$ cat src/rtl/instrumented_adder_sampler.sv
// Instrumented adder sampler: counts rising edges of the adder's asynchronous
// chain output over a programmed window of wb_clk_i cycles, then publishes
// the edge count, a done flag and an overflow flag to the logic analyser.
//
// Optional build macro: SAMPLER_SATURATE_EN
//   defined   - the edge accumulator saturates at all-ones; overflow flags an
//               edge that arrives while the accumulator is already at max.
//   undefined - the accumulator wraps modulo 2^CNT_W; overflow flags the wrap.
module instrumented_adder_sampler #(
   parameter int CNT_W    = 32,
   parameter int WIN_W    = 32,
   parameter int SYNC_LEN = 2
) (
   input  logic             wb_clk_i,
   input  logic             wb_rst_n,
   input  logic             chain_in,
   input  logic             start,
   input  logic             abort,
   input  logic [WIN_W-1:0] window,
   output logic [CNT_W-1:0] count,
   output logic             done,
   output logic             busy,
   output logic             overflow
);

   typedef enum logic [1:0] {
      IDLE  = 2'd0,
      ARM   = 2'd1,
      COUNT = 2'd2,
      DONE  = 2'd3
   } state_t;

   state_t              state_q;
   state_t              state_d;
   logic [SYNC_LEN-1:0] sync_q;
   logic                sync_prev;
   logic                start_d;
   logic                start_rise;
   logic                edge_pulse;
   logic [WIN_W-1:0]    win_q;
   logic [WIN_W-1:0]    timer;
   logic [CNT_W-1:0]    acc;

   assign edge_pulse = sync_q[SYNC_LEN-1] & ~sync_prev;
   assign start_rise = start & ~start_d;
   assign busy       = (state_q == ARM) || (state_q == COUNT);

   // Synchronise the chain output, keep its previous value for edge
   // detection, and remember the last start level for rise detection.
   always_ff @(posedge wb_clk_i) begin
      if (!wb_rst_n) begin
         sync_q    <= '0;
         sync_prev <= 1'b0;
         start_d   <= 1'b0;
      end else begin
         sync_q    <= {sync_q[SYNC_LEN-2:0], chain_in};
         sync_prev <= sync_q[SYNC_LEN-1];
         start_d   <= start;
      end
   end

   // State register.
   always_ff @(posedge wb_clk_i) begin
      if (!wb_rst_n) begin
         state_q <= IDLE;
      end else begin
         state_q <= state_d;
      end
   end

   // Next-state logic; abort wins over everything, including a start rise.
   always_comb begin
      state_d = state_q;
      if (abort) begin
         state_d = IDLE;
      end else begin
         case (state_q)
            IDLE:    if (start_rise) state_d = ARM;
            ARM:     state_d = COUNT;
            COUNT:   if (timer == WIN_W'(1)) state_d = DONE;
            DONE:    state_d = IDLE;
            default: state_d = IDLE;
         endcase
      end
   end

   // Measurement datapath: arm, count edges while the timer runs, publish.
   always_ff @(posedge wb_clk_i) begin
      if (!wb_rst_n) begin
         win_q    <= '0;
         timer    <= '0;
         acc      <= '0;
         count    <= '0;
         done     <= 1'b0;
         overflow <= 1'b0;
      end else if (!abort) begin
         case (state_q)
            IDLE: begin
               if (start_rise) begin
                  done     <= 1'b0;
                  overflow <= 1'b0;
                  acc      <= '0;
                  win_q    <= (window == '0) ? WIN_W'(1) : window;
               end
            end
            ARM: begin
               timer <= win_q;
            end
            COUNT: begin
               timer <= timer - WIN_W'(1);
               if (edge_pulse) begin
`ifdef SAMPLER_SATURATE_EN
                  if (acc == '1) begin
                     overflow <= 1'b1;
                  end else begin
                     acc <= acc + CNT_W'(1);
                  end
`else
                  acc <= acc + CNT_W'(1);
                  if (acc == '1) begin
                     overflow <= 1'b1;
                  end
`endif
               end
            end
            DONE: begin
               count <= acc;
               done  <= 1'b1;
            end
            default: begin
               timer <= timer;
            end
         endcase
      end
   end

endmodule
$ cat config.mk
export PLATFORM = sky130hd
export DESIGN_NAME = instrumented_adder_sampler
export DESIGN_NICKNAME = d
export VERILOG_FILES = /design/src/rtl/instrumented_adder_sampler.sv
export SDC_FILE = /design/constraint.sdc
export NUM_CORES = 1
export LEC_CHECK = 0
export CAP_MARGIN = 15
export CORE_MARGIN = 2
export CORE_UTILIZATION = 57
export CTS_BUF_LIST = sky130_fd_sc_hd__clkbuf_8
export DETAILED_ROUTE_END_ITERATION = 16
export PLACE_DENSITY = 0.81
export SLEW_MARGIN = 20
export SYNTH_ARGS = -nofsm -noshare
export SYNTH_HDL_FRONTEND = slang
export SYNTH_SLANG_ARGS = --single-unit
$ cat constraint.sdc
create_clock -name wb_clk_i -period 5.4 [get_ports wb_clk_i]
set_input_delay 0.81 -clock wb_clk_i [delete_from_list [all_inputs] [get_ports wb_clk_i]]
set_output_delay 0.81 -clock wb_clk_i [all_outputs]
set_load 0.01 [all_outputs]
==> metrics.md, run 1 <==
| Metric | Value |
|---|---|
| GR Util met3 | 0.05499 |
| Total negative slack | 0 ps |
| Die X | around 110 µm |
| Warnings, synthesis | 0 |
| GRT Util Overall | 0.2664 |
| H-tree levels | 4 |
| Max Slew Vio Count | 0 |
| Rows | 38 |
| Gpl congestion | roughly 0.86 |
| Final WL | 15430 µm |
| Starting Density | 0.5823 |
| Outcome | completed |
| IO Port Bufs | 71 |
| CP delay by family, top | buffers and inverters |
| Largest net degree at the start of global routing | 64 |
| PnR Total Power | just over 0.002 W |
| Max-Cap Viols | 0 |
| Synth Flop Type | dfxtp_1 |
| CP bufs+invs | 3 |
| GR Overflow Total | 0 |
| Crit Path Category | in -> reg |
| # IOs | 72 |
| Synthesized Nets | 834 |
| Clock skew | 10.48 ps |
| DIE AREA | 11930 µm² |
| Critical path's slowest cell | nand4bb_1 |
| CP dominant cell by count | buf_4 |
| GRT Max-Usage Layer | met2 |
| DP Wirelength | ~10000 µm |
| EDFF count, synth | 0 |
| Placed insts | 954 |
| Worst Setup End Kind | flop |
| Hold-fix buffers at CTS | 0 |
| Static leakage | roughly 2.4 nW |
| Root buf cell | clkbuf_8 |
| Area Overhead vs Synth | 17.68% |
| CTS sink cnt | 136 |
| Layout cells sized above 1 | 0.08274 |
| Critical Path Max Stage Delay | 900 ps |
| Maximum fanout along the worst path | 32 |
| First-pass DRT Iterations | 6 |
| Reg2Reg Depth | 7 |
| Detail Route Antenna Nets | 0 |
| Hold Crit Class | reg -> reg |
| Vias after detailed routing | 5935 |
| Met2 Track Usage GR | 0.4920 |
| Sequential-to-total area share from yosys stat | 0.4313 |
| Yosys cell types | 66 |
| Post-Syn Area | 6312 µm² |
| Max-Slew Margin vs Limit | 0.3568 |
| Ant diodes | 0 |
| Hold endpoint | sync_q[1]$_SDFF_PN0_ |
| Nets | approximately 880 |
| CTS Buffer Depth | 2 |
| Post-synthesis area per instance | 7.980 µm² |
| WL per Instance | 15.65 µm |
| Commonest non-fill, non-tap cells in the layout | nand2_1, dfxtp_1, a21oi_1 |
| DRC Markers | 0 |
| Fin crit period | 3136 ps |
| Flop-to-flop setup slack | 2370 ps |
| Commonest non-fill, non-tap cell in the layout | nand2_1 |
| RSZ-0062 raised after global routing | no |
| Crit Reg-Reg Endpoint | acc[21]$_SDFFE_PN0P_ |
| PD cells | ~270 nW/µm² |
| Seq cells post-synth | 136 |
| Vias/cell | 6.019 |
| Iteration-0 DRC Markers | 407 |
| Final hold violations | 0 |
| CTS clock-pin slew for the worst setup and hold paths | 80 ps |
| GR Util met1 | 0.2956 |
| CP Depth | 6 |
| CP arrival | between 3000 and 4000 ps |
| Initial antenna violation count | 0 |
| Worst Path Required | about 5700 ps |
| Ys async rst share | 0 |
| DIE HEIGHT | between 100 and 150 µm |
| Cell Count, Final, Fillers Out | about 1000 |
| Setup bufs post-CTS | 0 |
| Worst setup SP type | input pin |
| Tcrit/Tclk final | 0.5807 |
| Max Clk Rate | ~320 MHz |
| CTS tree | built |
| CTS Buf Count | 17 |
| Worst-Margin Slew | about 960 ps |
| Fill cells | 882 |
| Hold path start | sync_q[0]$_SDFF_PN0_ |
| Hold path cells | 1 |
| Max IR drop VDD | 0.0002086 V |
| Core area | approximately 11000 µm² |
| Reg2reg start | state_q[0]$_SDFFE_PP0P_ |
| # resized after CTS | 0 |
| Cells after synthesis | 791 |
| Clk_lat worst skew | around 440 ps |
| Vias in the first global route | 5559 |
| Global-route wire length before repair | roughly 25000 µm |
| CP Cell Sequence | clkdlybuf4s50_1 -> nand4bb_1 -> buf_4 -> o21ai_2 -> buf_4 -> nor2_1 |
| Final Setup Violations | 0 |
## worst max-delay path by stage
stage	endpoint	startpoint	slack, ps
after CTS	acc[21]$_SDFFE_PN0P_	state_q[0]$_SDFFE_PP0P_	2030
after global placement	acc[8]$_SDFFE_PN0P_	abort	1980
final	acc[5]$_SDFFE_PN0P_	abort	2260
after detailed placement	acc[8]$_SDFFE_PN0P_	abort	1860
after floorplan	acc[29]$_SDFFE_PN0P_	start	3000
after global routing	acc[22]$_SDFFE_PN0P_	abort	2100
## sequential cells by signal (all words and copies together) (netlist names)
signal and cells:
timer 32, overflow 1, sync_q 2, sync_prev 1, state_q 2, win_q 32, done 1, count 32
start_d 1, acc 32
## stage by stage
stage	cell area (µm²)	utilization	setup slack [ps]	hold WS (ps)
after floorplan	6312	-	3005	411.9
after detailed placement	7044	0.6498	1860	418.6
after global routing	7428	0.6852	2101	457.7
after global placement	7044	0.6498	1978	422.1
after CTS	7411	0.6836	2026	444.1
final	7428	0.6852	2264	438.2
## layer usage
metal,part of all wire,up-vias
met5,0,-
met4,0.023,0
met3,0.046,31
met2,0.52,178
met1,0.41,2836
li1,-,2890
## kinds of logic after synthesis
family                   Yosys count  synth area share
adder cells (fa/ha/maj)            6           0.01189
AND/OR/NAND/NOR                  367            0.2890
multiplexers                       9           0.01506
XOR/XNOR                          22           0.03053
buffers and inverters             70           0.04480
AO/OA/AOI/OAI                    181            0.1774
flip-flops                       136            0.4313
## power breakdown
part / leakage [nW] / total (W) / switching, W / internal [W]
combinational: 1.16 / 0.000218 / 0.000132 / 0.0000862
sequential: 1.10 / 0.00104 / 0.0000186 / 0.00102
clock: 0.187 / 0.000782 / 0.000398 / 0.000384
total: 2.44 / 0.00204 / 0.000549 / 0.00149
## Yosys cell counts (5+ instances only)
cell type / instances / area (µm²)
nand2_1: 169 / 634.4
dfxtp_1: 136 / 2723
a21oi_1: 98 / 490.5
clkbuf_1: 47 / 176.4
nor2_1: 45 / 168.9
nor4_1: 29 / 181.4
nand4_1: 19 / 118.9
xnor2_1: 19 / 166.4
nand3_1: 18 / 90.09
nor3_1: 18 / 90.09
o21ai_0: 16 / 80.08
inv_1: 14 / 52.55
a22oi_1: 9 / 67.56
a31oi_1: 9 / 56.30
nand2b_1: 9 / 56.30
and2_1: 8 / 50.05
or3_1: 8 / 50.05
nor2b_1: 7 / 43.79
ha_1: 6 / 75.07
nand3b_1: 6 / 45.04
mux2i_1: 5 / 50.05
nor3b_1: 5 / 37.54
## final cells by class
type	count	area (µm²)	area share
inverters	14	52.55	0.007074
clock buffers	19	261.5	0.03520
flip-flops and latches	136	2723	0.3665
well taps	140	175.2	0.02358
repair buffers	79	770.7	0.1038
clock inverters	13	105.1	0.01415
multi-input cells	585	3341	0.4497
(Power assumes the default switching activity.)
==> run 2: changes to the inputs <==
==> constraint.sdc (replaced) <==
create_clock -name wb_clk_i -period 3.24 [get_ports wb_clk_i]
set_input_delay 0.486 -clock wb_clk_i [delete_from_list [all_inputs] [get_ports wb_clk_i]]
set_output_delay 0.486 -clock wb_clk_i [all_outputs]
set_load 0.01 [all_outputs]
==> run 2 against run 1 <==
  * Sequential cell count did not move
  * Clock power rose by 87%
  * Setup slack got worse by 1500 ps
  * Critical path type is now reg -> reg
==> metrics.md, run 2 (synthesis results as in run 1) <==
| Metric | Value |
|---|---|
| CTS Buffer Depth | 2 |
| Core area | about 11000 µm² |
| DP Wirelength | 10580 µm |
| Vias in the first global route | 5639 |
| Reg2reg start | timer[18]$_SDFFE_PN0P_ |
| Global-route wire length before repair | between 20000 and 30000 µm |
| Tcrit/Tclk final | 0.7666 |
| Max Slew Vio Count | 0 |
| DIE HEIGHT | 109.2 µm |
| CTS clock-pin slew for the worst setup and hold paths | 80 ps |
| Iteration-0 DRC Markers | 460 |
| Clock skew | 8.722 ps |
| Vias/cell | 5.956 |
| Fin crit period | approximately 2500 ps |
| Fin area | between 7000 and 8000 µm² |
| Vias after detailed routing | 5926 |
| Max-Cap Viols | 0 |
| # IOs | 72 |
| DRC Markers | 0 |
| Max-Slew Margin vs Limit | 0.4919 |
| Detail Route Antenna Nets | 0 |
| Crit Path Category | reg -> reg |
| CTS tree | built |
| Static leakage | 2.518 nW |
| Rows | 38 |
| Area Overhead vs Synth | 19.64% |
| WL per Instance | 15.51 µm |
| Outcome | completed |
| Hold Crit Class | reg -> reg |
| H-tree levels | 4 |
| Worst Path Required | approximately 3600 ps |
| RSZ-0062 raised after global routing | no |
| GRT Util Overall | 0.2721 |
| GR Overflow Total | 0 |
| Total negative slack | 0 ps |
| Crit Reg-Reg Endpoint | state_q[0]$_SDFFE_PP0P_ |
| Reg2Reg Depth | 5 |
| Core Util, Final | 0.6967 |
| Initial antenna violation count | 0 |
| Placed inst area | 7137 µm² |
| Maximum fanout along the worst path | 6 |
| DIE AREA | approximately 12000 µm² |
| Final Setup Violations | 0 |
| Worst setup SP type | flop |
| Flop-to-flop setup slack | between 700 and 800 ps |
| Max Clk Rate | roughly 400 MHz |
| IO Port Bufs | slightly above 70 |
| Ant diodes | 0 |
| Final WL | 15430 µm |
| Commonest non-fill, non-tap cells in the layout | nand2_1, dfxtp_1, a21oi_1 |
| Worst Setup End Kind | flop |
| Gpl congestion | roughly 0.9 |
| Largest net degree at the start of global routing | 59 |
| Max IR drop VDD | 0.0003565 V |
| Worst-Margin Slew | approximately 760 ps |
| Setup bufs post-CTS | 0 |
| Hold path cells | 1 |
| PnR Total Power | 0.003573 W |
| Clk_lat worst skew | 460 ps |
| First-pass DRT Iterations | 5 |
| PD cells | 473.1 nW/µm² |
| Hold-fix buffers at CTS | 0 |
| Commonest non-fill, non-tap cell in the layout | nand2_1 |
| CP arrival | 2840 ps |
| # resized after CTS | 0 |
| Starting Density | 0.5823 |
| Final hold violations | 0 |
| Die X | 109.2 µm |
| CTS Buf Count | 17 |
| Layout cells sized above 1 | 0.09240 |
| Hold path start | sync_q[0]$_SDFF_PN0_ |
| Hold endpoint | sync_q[1]$_SDFF_PN0_ |
| Nets | 885 |
| Root buf cell | clkbuf_8 |
| CTS sink cnt | 136 |
-- run 2: cell count changes in the layout (fill, tap and decap cells not counted), sizes merged --
cell and delta:
buf +9, inv -3, bufinv +2, clkinv +2, clkinvlp -1
-- run 2: power by group --
| group | switching [W] | total, W | internal, W |
|---|---|---|---|
| Combinational | 0.000220 | 0.000377 | 0.000156 |
| Sequential | 0.0000311 | 0.00174 | 0.00171 |
| Clock | 0.000666 | 0.00146 | 0.000794 |
| Total | 0.000917 | 0.00357 | 0.00266 |
-- run 2: final cells by class --
class,instances,area [µm²]
Timing Repair Buffer,88,863.3
Multi-Input combinational cell,585,3323
Inverter,14,52.55
Tap cell,140,175.2
Clock inverter,13,153.9
Sequential cell,136,2723
Fill cell,891,3288
Clock buffer,19,261.5
-- run 2: worst max-delay path: stages (launching register included) --
cell and delay (ps):
dfxtp_1 360, nor4_1 560, nand4_1 330, o41ai_1 720, a21oi_1 170, nor4_1 230
-- run 2: worst max path at each step --
stage,slack [ps],end,depth (start not counted),from
after floorplan,950,acc[29]$_SDFFE_PN0P_,9,state_q[0]$_SDFFE_PP0P_
after global placement,520,acc[21]$_SDFFE_PN0P_,6,start
after detailed placement,480,acc[23]$_SDFFE_PN0P_,7,start
after CTS,760,state_q[0]$_SDFFE_PP0P_,5,timer[18]$_SDFFE_PN0P_
after global routing,480,state_q[0]$_SDFFE_PP0P_,5,timer[18]$_SDFFE_PN0P_
final,760,state_q[0]$_SDFFE_PP0P_,5,timer[18]$_SDFFE_PN0P_
-- run 2: metal layers --
| layer | GRT usage | part of all wire | up-vias |
|---|---|---|---|
| met4 | 0.1311 | 0.030 | 0 |
| met2 | 0.4729 | 0.51 | 160 |
| met5 | 0 | 0 | - |
| met1 | 0.3126 | 0.42 | 2805 |
| met3 | 0.06635 | 0.046 | 44 |
| li1 | - | - | 2917 |
-- run 2: through the flow --
step	hold slack [ps]	setup WS (ps)	std cells
floorplan	411.9	952.3	791
global placement	423.7	520.7	963
detailed placement	438.5	479.8	963
CTS	453.3	761.9	995
global route	472.5	476.9	995
finish	447.4	756.2	995
